[src/rtl/cpu_types_pkg.sv]
// Core-wide scalar types shared by
// all pipeline bundles.
package cpu_types_pkg;

  localparam int XLEN = 32;

  typedef logic [XLEN-1:0] word_t;

endpackage

[src/rtl/pipe_pkg.sv]
// Stage-boundary bundles, their widths
// and the stage register state type.
package pipe_pkg;

  import cpu_types_pkg::*;

  typedef enum logic [1:0] {
    EMPTY = 2'd0,
    ONE   = 2'd1,
    FULL  = 2'd2
  } pipe_state_t;

  typedef struct packed {
    word_t pc;
    word_t instr;
  } ifid_t;

  typedef struct packed {
    word_t      pc;
    word_t      rs1_val;
    word_t      rs2_val;
    word_t      imm;
    logic [4:0] rd;
    logic [3:0] alu_op;
    logic       mem_rd;
    logic       mem_wr;
    logic       reg_wr;
  } idex_t;

  typedef struct packed {
    word_t      alu_res;
    word_t      store_val;
    logic [4:0] rd;
    logic       mem_rd;
    logic       mem_wr;
    logic       reg_wr;
  } exmem_t;

  typedef struct packed {
    word_t      wb_val;
    logic [4:0] rd;
    logic       reg_wr;
  } memwb_t;

  localparam int IFID_W  = $bits(ifid_t);
  localparam int IDEX_W  = $bits(idex_t);
  localparam int EXMEM_W = $bits(exmem_t);
  localparam int MEMWB_W = $bits(memwb_t);

  // Held-entry count for a given state.
  function automatic logic [1:0] occ_of(
    pipe_state_t s
  );
    logic [1:0] n;
    n = 2'd0;
    unique case (s)
      EMPTY:   n = 2'd0;
      ONE:     n = 2'd1;
      FULL:    n = 2'd2;
      default: n = 2'd0;
    endcase
    return n;
  endfunction

endpackage

[src/rtl/pipe_skid_reg_if.sv]
// Upstream and downstream valid/ready
// links of one stage register.
interface pipe_skid_reg_if #(
  parameter int DATA_W = 64
);

  logic              in_valid;
  logic              in_ready;
  logic [DATA_W-1:0] in_data;
  logic              out_valid;
  logic              out_ready;
  logic [DATA_W-1:0] out_data;

  modport master (
    output in_valid,
    output in_data,
    input  in_ready,
    input  out_valid,
    input  out_data,
    output out_ready
  );

  modport slave (
    input  in_valid,
    input  in_data,
    output in_ready,
    output out_valid,
    output out_data,
    input  out_ready
  );

endinterface

[src/rtl/sat_counter.sv]
// Saturating event counter with
// synchronous clear over increment.
module sat_counter #(
  parameter int W = 32
) (
  input  logic         clk,
  input  logic         rst_n,
  input  logic         clr,
  input  logic         inc,
  output logic [W-1:0] count
);

  localparam logic [W-1:0] STEP = W'(1);
  localparam logic [W-1:0] TOP  = '1;

  // Clear wins; stop at all-ones, never wrap.
  always_ff @(posedge clk) begin
    if (!rst_n) begin
      count <= '0;
    end else if (clr) begin
      count <= '0;
    end else if (inc && count != TOP) begin
      count <= count + STEP;
    end
  end

endmodule

[src/rtl/pipe_skid_reg.sv]
// Generic stage register: valid/ready,
// flush to bubble, optional 2-deep skid.
module pipe_skid_reg
  import pipe_pkg::*;
#(
  parameter int              DATA_W = 64,
  parameter bit              SKID   = 1'b1,
  parameter logic [DATA_W-1:0] BUBBLE = '0,
  parameter int              CNT_W  = 32
) (
  input  logic               CLK,
  input  logic               nRST,
  input  logic               flush,
  input  logic               cnt_clr,
  pipe_skid_reg_if.slave     bus,
  output logic [1:0]         occupancy,
  output logic [CNT_W-1:0]   stall_cnt
);

  pipe_state_t       state_q;
  pipe_state_t       state_d;
  logic [DATA_W-1:0] main_q;
  logic [DATA_W-1:0] main_d;
  logic [DATA_W-1:0] skid_q;
  logic [DATA_W-1:0] skid_d;
  logic              rdy;
  logic              in_fire;
  logic              out_fire;
  logic              stall;

  // Skid mode keeps ready off the
  // downstream path; pass mode forwards it.
  always_comb begin
    rdy = 1'b0;
    if (SKID) begin
      rdy = (state_q != FULL);
    end else begin
      rdy = (state_q == EMPTY) | bus.out_ready;
    end
  end

  assign bus.in_ready  = nRST & rdy;
  assign bus.out_valid = (state_q != EMPTY);
  assign bus.out_data  = main_q;
  assign occupancy     = occ_of(state_q);

  assign in_fire  = bus.in_valid & bus.in_ready;
  assign out_fire = bus.out_valid & bus.out_ready;
  assign stall    = bus.in_valid & ~bus.in_ready
                  & ~flush & nRST;

  // Next state and payload moves; flush
  // drops everything, including in_fire.
  always_comb begin
    state_d = state_q;
    main_d  = main_q;
    skid_d  = skid_q;
    if (flush) begin
      state_d = EMPTY;
      main_d  = BUBBLE;
      skid_d  = BUBBLE;
    end else begin
      unique case (state_q)
        EMPTY: begin
          if (in_fire) begin
            state_d = ONE;
            main_d  = bus.in_data;
          end
        end
        ONE: begin
          unique case (1'b1)
            (in_fire && out_fire): begin
              main_d = bus.in_data;
            end
            (in_fire && !out_fire && SKID): begin
              state_d = FULL;
              skid_d  = bus.in_data;
            end
            (!in_fire && out_fire): begin
              state_d = EMPTY;
              main_d  = BUBBLE;
            end
            default: begin
              state_d = state_q;
            end
          endcase
        end
        FULL: begin
          if (out_fire) begin
            state_d = ONE;
            main_d  = skid_q;
            skid_d  = BUBBLE;
          end
        end
        default: begin
          state_d = EMPTY;
          main_d  = BUBBLE;
          skid_d  = BUBBLE;
        end
      endcase
    end
  end

  // State and payload registers.
  always_ff @(posedge CLK) begin
    if (!nRST) begin
      state_q <= EMPTY;
      main_q  <= BUBBLE;
      skid_q  <= BUBBLE;
    end else begin
      state_q <= state_d;
      main_q  <= main_d;
      skid_q  <= skid_d;
    end
  end

  sat_counter #(
    .W (CNT_W)
  ) u_stall_cnt (
    .clk   (CLK),
    .rst_n (nRST),
    .clr   (cnt_clr),
    .inc   (stall),
    .count (stall_cnt)
  );

endmodule

[src/flat_wrapper.sv]
// flat-port wrapper written by rule: the top's interface ports become plain ports
module pipe_skid_reg_flat import pipe_pkg::*;
#(
  parameter int              DATA_W = 64,
  parameter bit              SKID   = 1'b1,
  parameter logic [DATA_W-1:0] BUBBLE = '0,
  parameter int              CNT_W  = 32
)
  (CLK, nRST, flush, cnt_clr, occupancy, stall_cnt, bus_in_valid, bus_in_data, bus_in_ready, bus_out_valid, bus_out_data, bus_out_ready);
  pipe_skid_reg_if #(.DATA_W(DATA_W)) bus_i ();
  input  logic CLK;
  input  logic nRST;
  input  logic flush;
  input  logic cnt_clr;
  output logic [1:0] occupancy;
  output logic [CNT_W-1:0] stall_cnt;
  input wire logic [$bits(bus_i.in_valid)-1:0] bus_in_valid;
  input wire logic [$bits(bus_i.in_data)-1:0] bus_in_data;
  output wire logic [$bits(bus_i.in_ready)-1:0] bus_in_ready;
  output wire logic [$bits(bus_i.out_valid)-1:0] bus_out_valid;
  output wire logic [$bits(bus_i.out_data)-1:0] bus_out_data;
  input wire logic [$bits(bus_i.out_ready)-1:0] bus_out_ready;
  assign bus_i.in_valid = bus_in_valid;
  assign bus_i.in_data = bus_in_data;
  assign bus_in_ready = bus_i.in_ready;
  assign bus_out_valid = bus_i.out_valid;
  assign bus_out_data = bus_i.out_data;
  assign bus_i.out_ready = bus_out_ready;
  pipe_skid_reg #(.DATA_W(DATA_W), .SKID(SKID), .BUBBLE(BUBBLE), .CNT_W(CNT_W)) u_core (.CLK(CLK), .nRST(nRST), .flush(flush), .cnt_clr(cnt_clr), .bus(bus_i), .occupancy(occupancy), .stall_cnt(stall_cnt));
endmodule
[config.mk]
export PLATFORM = sky130hd
export DESIGN_NAME = pipe_skid_reg_flat
export DESIGN_NICKNAME = d
export VERILOG_FILES = /design/src/rtl/cpu_types_pkg.sv /design/src/rtl/pipe_pkg.sv /design/src/rtl/pipe_skid_reg_if.sv /design/src/rtl/sat_counter.sv /design/src/rtl/pipe_skid_reg.sv /design/src/flat_wrapper.sv
export SDC_FILE = /design/constraint.sdc
export NUM_CORES = 1
export LEC_CHECK = 0
export CORE_MARGIN = 5
export CORE_UTILIZATION = 32
export CTS_BUF_LIST = sky130_fd_sc_hd__clkbuf_4
export DETAILED_ROUTE_END_ITERATION = 8
export DONT_BUFFER_PORTS = 1
export PLACE_DENSITY = 0.51
export SKIP_LAST_GASP = 1
export SYNTH_ARGS = -nofsm -noshare
export SYNTH_HDL_FRONTEND = slang
export SYNTH_SLANG_ARGS = --single-unit
export TNS_END_PERCENT = 10
[constraint.sdc]
create_clock -name CLK -period 2.7 [get_ports CLK]
set_clock_uncertainty 0.15 [all_clocks]
set_input_delay 0.405 -clock CLK [delete_from_list [all_inputs] [get_ports CLK]]
set_output_delay 0.405 -clock CLK [all_outputs]
set_load 0.01 [all_outputs]
Word-level counts from Yosys, hierarchy flattened
Index checks and enable logic that the tools add are counted. W data, S select, Z words.

Memory bits (read-only): 0. Logic and storage cells: 49. Output and inout port bits: 100. Latch bits: 0. Register bits: 162. Memories: 0. RAM bits: 0.

Bitwise gates (word level): 10. Multiplexer cells: 12. Multipliers: 0. Shift-type cells: 0. Equal/unequal tests: 9. Reductions and logical operators: 13. Magnitude comparators: 0. Add/sub/neg operators: 1. Divide/modulo/power cells: 0.

Operators with widths (count): $pmux W64 S3 (2); $mux W64 (4); $pmux W64 S2 (1); $add A32 B1 Y32 const B (1); $ne A32 B32 Y1 const B (1); $reduce_and A3 Y1 (3); $pmux W2 S2 (2); $and A1 B1 Y1 (6); $ne A2 B1 Y1 const B (3); $ne A3 B1 Y1 const B (2); $pmux W2 S3 (1); $logic_and A1 B1 Y1 (4); $mux W2 (2); $not A1 Y1 (4); $reduce_or A2 Y1 (2); $eq A2 B1 Y1 const B (1); $eq A2 B2 Y1 const B (1); $logic_not A1 Y1 (2); $logic_not A2 Y1 (1); $ne A2 B2 Y1 const B (1); $reduce_bool A2 Y1 (1).

Longest topological paths before layout
Gate-level depths: netlist of run 1.

Depth after elaboration: 7. Gate-level depth with buffers: 7.

Hierarchy
Synthesis of run 1 repeated with hierarchy kept, for this count alone.

Cell total of the unflattened synthesis: 879. Area, all modules: 7345.8 um2.

By module, submodules not included: pipe_skid_reg (instances 1, cells an instance 676, area each 5677.9 um2); sat_counter (instances 1, cells an instance 203, area each 1667.8 um2).

Worst setup path before layout of run 1
No wires, ideal clock.

Path kind: register -> register. Start point: reg u_core.u_stall_cnt.count[0]. End point: reg u_core.u_stall_cnt.count[24]. Arrival: 2.288 ns. Data required time: 2.479 ns. Clock period less this slack: 2.508 ns. Path slack: 0.192 ns. Path buffers: 1. Stages on the path, launching flop included: 8. Path through: dfxtp_1 > ha_1 > nand3_1 > or4b_4 > a2111o_1 > buf_6 > or3_1 > a21oi_1.

Word-level cells in the longest chain between the ends: 2.

RTL lines: start: declaration (RTL line sat_counter.sv:10) `output logic [W-1:0] count`; start signal: assignment (RTL line sat_counter.sv:23) `count <= count + STEP;`; branches (longest 2 deep; another with $add A32 B1 Y32).

Parallel ways; which one is timed is not known. A chain may end at the register's enable or synchronous reset.

Worst setup path after layout of run 1
Start point: reg u_core.u_stall_cnt.count[10]. End point: reg u_core.u_stall_cnt.count[26].

The elaborated chain is that of the path after synthesis.

==> results.toml, run 1 <==
[critical_path]
start_kind = "flip-flop"
r2r_cells = 5
critPathLaunch = "u_core.u_stall_cnt.count[10]"
arrival_ns = 2.87
slowest_stage = "or4b_4"
worstPathCellList = "and4_1 > or4b_4 > a2111o_1 > or3_1 > a21oi_1"
critPathBufInv = 0
crit_type = "reg -> reg"
cp.depth = 5
crit_family = "simple AND/OR/NAND/NOR gates"
crit_path_max_incr_delay_ns = 0.52
timing.rr.end = "u_core.u_stall_cnt.count[26]"
cp_max_fo = 13
r2r_slack_ns = 0.17
timing.rr.start = "u_core.u_stall_cnt.count[10]"
endpoint_kind = "flip-flop"
critPathRequiredTime_ns = 3.04

[detailed_routing]
drt_iter0_markers = 333
vias = 6168
vias_per_cell = 5.43
first_pass_iters = 4
ant_nets = 0
routed_wirelength_microns = 20800
detail_route.wl_per_cell_microns = 18.4
drc = 0

[global_routing]
grt_pass1_vias = 5944
grtUsageMet3 = 0.0516
met2_usage = 0.278
grt.overflow.total = 0
antenna_found_initial = 1
grt_pass1_wl_microns = 33700
grt_start_max_net_pins = 67
grtUsageMet1 = 0.223
gr-max-usage-layer = "met2"
grtUsageTotal = 0.172

[sta]
final.period_utilization = 0.936
rsz0062_at_grt = "no"
period_minus_slack_ns = 2.53
hold_violations = 0
max_slew.worst_pin.slew_ns = 0.822
tns_ns = 0
hold-worst-slack_ns = 0.121
fmax_ghz = 0.396
slew_headroom = 0.452
slew_viol_final = 0
finalSetupViolations = 0

[layout]
nets = 917
area_delta_synth_final_pct = 21.4
drive_gt1_frac = 0.0920

[outcome]
status = "complete, no violations"

[clock_network]
cts_tree = "yes"
htreeDepth = 4
cts_sinks = 162
post-cts-setup-buffer-count = 0
cts-root-buf = "clkbuf_4"
cts-buffers-inserted = 17
insertion_delay_ns = 0.55
clk_path_buf_depth = 2
post_cts_resize_count = 0
postCtsHoldBufs = 68
cts.clk_slew.worst_paths_ns = 0.15

[placement]
gp_congestion = 0.744
port_buffers = 0
dp_hpwl_microns = 12700

[logic_synthesis]
ys_ff_latch = 162
synth_top_area_cell = "dfxtp_1"
synth_cells = 797
yosysWarnings = 0
ys_seq_area_frac = 0.478
ys_async_sr_fraction = 0
synth_top_area_share = 0.478
syn_area_per_cell_sq_um = 8.51
synth_top_flop_cell = "dfxtp_1"
syn_area_sq_um = 6780
synth_most_common_cell = "dfxtp_1"
syn_nets = 868
synth_edf_count = 0
synthTopCellsByArea = "dfxtp_1 (48%), a22o_1 (8.3%), a22oi_1 (7.1%)"
synth_cell_type_count = 47
ys_top_cells_by_count = "dfxtp_1 (162), a21oi_1 (90), nand2_1 (83), nor2_1 (77), nand3_1 (74)"

[min_path]
holdPathStages = 3
hp-class = "in -> reg"
min_from = "nRST"
hold_end = "u_core.u_stall_cnt.count[6]"

[die]
start_util = 0.324
die_area_sq_um = 24200
rows = 53
die_x_microns = 156
core_area_sq_um = 21000
die_h_microns = 156
io-pin-count = 170

[job]
max_cap_violations = 0

[power]
ir_worst_vdd_mv = 0.215
power_density_nw_per_um2 = 568
p_leak_nw = 2.87
[kinds of logic (layout without fill, tap and decap cells)]
family                   after synthesis  after routing  synth area share
buffers and inverters                 76            138            0.0445
adder cells (fa/ha/maj)                1              1           0.00185
other                                  0              2                 0
AO/OA/AOI/OAI                        259            259             0.264
XOR/XNOR                               4              4           0.00517
multiplexers                           2              2           0.00295
AND/OR/NAND/NOR                      293            293             0.204
flip-flops                           162            162             0.478
[sequential cells by signal, indices dropped and copies added (netlist names)]
name	count
u_core.bus.out_data	64
u_core.skid_q	64
u_core.state_q	2
u_core.u_stall_cnt.count	32
[tightest hold or removal path, delay by kind of cell]
kind / cells / cell delay, ns
buffers and inverters: 1 / 0.17
AO/OA/AOI/OAI: 1 / 0.11
AND/OR/NAND/NOR: 1 / 0.10
[through the flow]
| stage | power [mW] | instance area, sq um | utilization | cells | setup slack, ns |
|---|---|---|---|---|---|
| CTS | 4.76 | 8230 | 0.393 | 1134 | 0.145 |
| finish | 4.68 | 8230 | 0.393 | 1136 | 0.172 |
| global placement | 2.85 | 7190 | 0.343 | 1034 | 0.211 |
| global route | 4.89 | 8230 | 0.393 | 1136 | 0.0516 |
| detailed placement | 2.85 | 7190 | 0.343 | 1034 | 0.194 |
| floorplan | 2.75 | 6780 | - | 797 | 0.192 |
[cell type report]
| class | count | area, sq um |
|---|---|---|
| flip-flops and latches | 162 | 3240 |
| clock inverters | 15 | 226 |
| repair buffers | 101 | 966 |
| clock buffers | 17 | 128 |
| well taps | 275 | 344 |
| multi-input cells | 559 | 3300 |
| fillers | 2150 | 12700 |
| diodes | 2 | 5.00 |
| inverters | 5 | 18.8 |
[how the worst max path moves through the flow]
stage | endpoint
final | u_core.u_stall_cnt.count[26]
after detailed placement | u_core.u_stall_cnt.count[26]
after CTS | u_core.u_stall_cnt.count[26]
after global placement | u_core.u_stall_cnt.count[26]
after global routing | u_core.u_stall_cnt.count[28]
after floorplan | u_core.u_stall_cnt.count[24]
[layout by cell type (no fill, tap or decap), drive strengths merged, types with 7 or more instances in the layout]
cell type    netlist  routed
dfxtp            162     162
a21oi             90      90
nand2             83      83
nor2              77      77
nand3             74      74
dlygate4sd3        0      68
a22o              64      64
a22oi             64      64
buf               14      33
clkbuf            57      17
o21ai             12      12
or3               11      11
o31ai             10      10
inv                5      10
or4                9       9
nand4              7       7
[where the power goes]
| part | total (mW) | internal, mW | switching, mW |
|---|---|---|---|
| sequential | 2.46 | 2.42 | 0.0359 |
| combinational | 0.437 | 0.183 | 0.254 |
| clock | 1.78 | 0.842 | 0.939 |
[per-layer routing]
| metal | vias up | share of wire |
|---|---|---|
| li1 | 3026 | - |
| met1 | 2953 | 0.45 |
| met2 | 171 | 0.47 |
| met3 | 18 | 0.071 |
| met4 | 0 | 0.012 |
| met5 | - | 0 |
(Power assumes the default switching activity.)
==> inputs of run 2 (changes only) <==
--- a/config.mk
+++ b/config.mk
@@ -5,14 +5,14 @@
 export SDC_FILE = /design/constraint.sdc
 export NUM_CORES = 1
 export LEC_CHECK = 0
+export ABC_CLOCK_PERIOD_IN_PS = 2700
 export CORE_MARGIN = 5
-export CORE_UTILIZATION = 32
+export CORE_UTILIZATION = 35
 export CTS_BUF_LIST = sky130_fd_sc_hd__clkbuf_4
 export DETAILED_ROUTE_END_ITERATION = 8
 export DONT_BUFFER_PORTS = 1
-export PLACE_DENSITY = 0.51
+export PLACE_DENSITY = 0.54
 export SKIP_LAST_GASP = 1
 export SYNTH_ARGS = -nofsm -noshare
 export SYNTH_HDL_FRONTEND = slang
 export SYNTH_SLANG_ARGS = --single-unit
-export TNS_END_PERCENT = 10
==> results.toml, run 2 (synthesis results as in run 1) <==
[outcome]
status = "complete, no violations"

[global_routing]
grtUsageTotal = 0.183
grt.overflow.total = 0
grt_start_max_net_pins = 65
grt_pass1_wl_microns = 32700
antenna_found_initial = 1
grt_pass1_vias = 6036

[layout]
area_delta_synth_final_pct = 20.3
final_cell_mix = "dfxtp_1 (162), a21oi_1 (88), nand2_1 (83), nor2_1 (77), nand3_1 (74)"
final_common_cell = "dfxtp_1"
nets = 920
drive_gt1_frac = 0.0916

[power]
ir_worst_vdd_mv = 0.248
seq_power_share = 0.571
p_sw_mw = 1.21
p_int_mw = 3.09
comb_power_share = 0.101
power_density_nw_per_um2 = 527
power.share.clock = 0.328
switching_share = 0.282
p_leak_nw = 2.83

[critical_path]
worstPathCellList = "and4_1 > or4b_4 > a2111o_1 > or3_1 > a21oi_1"
cp_max_fo = 13
crit_path_max_incr_delay_ns = 0.53
crit_type = "reg -> reg"
slowest_stage = "or4b_4"
endpoint_kind = "flip-flop"
critPathRequiredTime_ns = 3.05
arrival_ns = 2.87
crit_family = "simple AND/OR/NAND/NOR gates"
critPathBufInv = 0
start_kind = "flip-flop"

[die]
rows = 51
core_area_sq_um = 19300
io-pin-count = 170
die_x_microns = 149
die_h_microns = 149
die_area_sq_um = 22300
start_util = 0.352

[clock_network]
cts-root-buf = "clkbuf_4"
insertion_delay_ns = 0.55
cts-buffers-inserted = 17
cts.clk_slew.worst_paths_ns = 0.14
cts_tree = "yes"
htreeDepth = 4
cts_sinks = 162
clk_path_buf_depth = 2
post_cts_resize_count = 0

[detailed_routing]
ant_nets = 0
first_pass_iters = 5
detail_route.wl_per_cell_microns = 18.1
drc = 0
vias = 6331
drt_iter0_markers = 317
routed_wirelength_microns = 20500
vias_per_cell = 5.61

[sta]
fmax_ghz = 0.397
max_slew.worst_pin.slew_ns = 0.773
finalSetupViolations = 0
hold_violations = 0
final.period_utilization = 0.933
fin_ws_ns = 0.180
rsz0062_at_grt = "no"
slew_headroom = 0.484
slew_viol_final = 0
tns_ns = 0
period_minus_slack_ns = 2.52

[placement]
port_buffers = 0
dp_hpwl_microns = 13000
place_ws_ns = 0.205
gp_congestion = 0.803

[job]
max_cap_violations = 0

[min_path]
hp-class = "in -> reg"
[run 2: cell types whose count changed in the layout (fill, tap and decap cells not counted), sizes merged]
cell,delta
dlygate4sd3,+2
inv,-2
bufinv,-4
buf,+1
diode,-1
clkinv,+2
clkinvlp,+3
clkbuf,+1
[run 2: timing repair]
| action | 4_1_cts | 5_1_grt |
|---|---|---|
| endpoints found under the hold margin | 135 | 0 |
| hold buffers | 70 | 0 |
| setup buffers | 0 | 0 |
[run 2: worst register-to-register path, stage by stage, from the launching register on]
cell,delay (ns)
dfxtp_1,0.45
and4_1,0.28
or4b_4,0.53
a2111o_1,0.52
or3_1,0.40
a21oi_1,0.14
[run 2: final cells by class]
| cell class | count | area, sq um |
|---|---|---|
| clock buffer | 18 | 135 |
| inverter | 5 | 18.8 |
| sequential | 162 | 3240 |
| multi-input combinational | 559 | 3300 |
| fill | 1947 | 11100 |
| tap | 265 | 332 |
| timing repair buffer | 104 | 993 |
| clock inverter | 14 | 133 |
| antenna | 1 | 2.50 |
[run 2: power by group through the flow]
stage / logic [mW] / clock network (mW) / registers (mW)
4_1_cts: 0.434 / 1.48 / 2.46
3_3_place_gp: 0.328 / 0 / 2.51
6_report: 0.433 / 1.41 / 2.46
2_1_floorplan: 0.246 / 0 / 2.50
3_5_place_dp: 0.333 / 0 / 2.51
5_1_grt: 0.472 / 1.58 / 2.46
[run 2: per-layer routing]
| layer | share of wire | GRT usage |
|---|---|---|
| met1 | 0.41 | 0.221 |
| met4 | 0.012 | 0.0568 |
| met5 | 0 | 0 |
| met3 | 0.078 | 0.0565 |
| met2 | 0.50 | 0.312 |
[run 2: final timing paths]
kind / cells after the start / end / slack (ns) / start
setup / recovery: 5 / u_core.u_stall_cnt.count[26] / 0.18 / u_core.u_stall_cnt.count[10]
hold reg to reg: 2 / u_core.skid_q[2] / 0.31 / u_core.skid_q[2]
hold / removal: 2 / u_core.u_stall_cnt.count[6] / 0.07 / nRST
setup reg to reg: 5 / u_core.u_stall_cnt.count[26] / 0.18 / u_core.u_stall_cnt.count[10]
[run 2: through the flow]
step	power, mW	utilization	instance area, sq um	cells	hold slack, ns
after CTS	4.37	0.423	8160	1127	0.00370
after detailed placement	2.84	0.373	7190	1025	0.293
after floorplan	2.75	-	6780	797	0.282
after global placement	2.84	0.373	7190	1025	0.288
after global routing	4.51	0.423	8160	1128	0.0173
final	4.30	0.423	8160	1128	0.0708
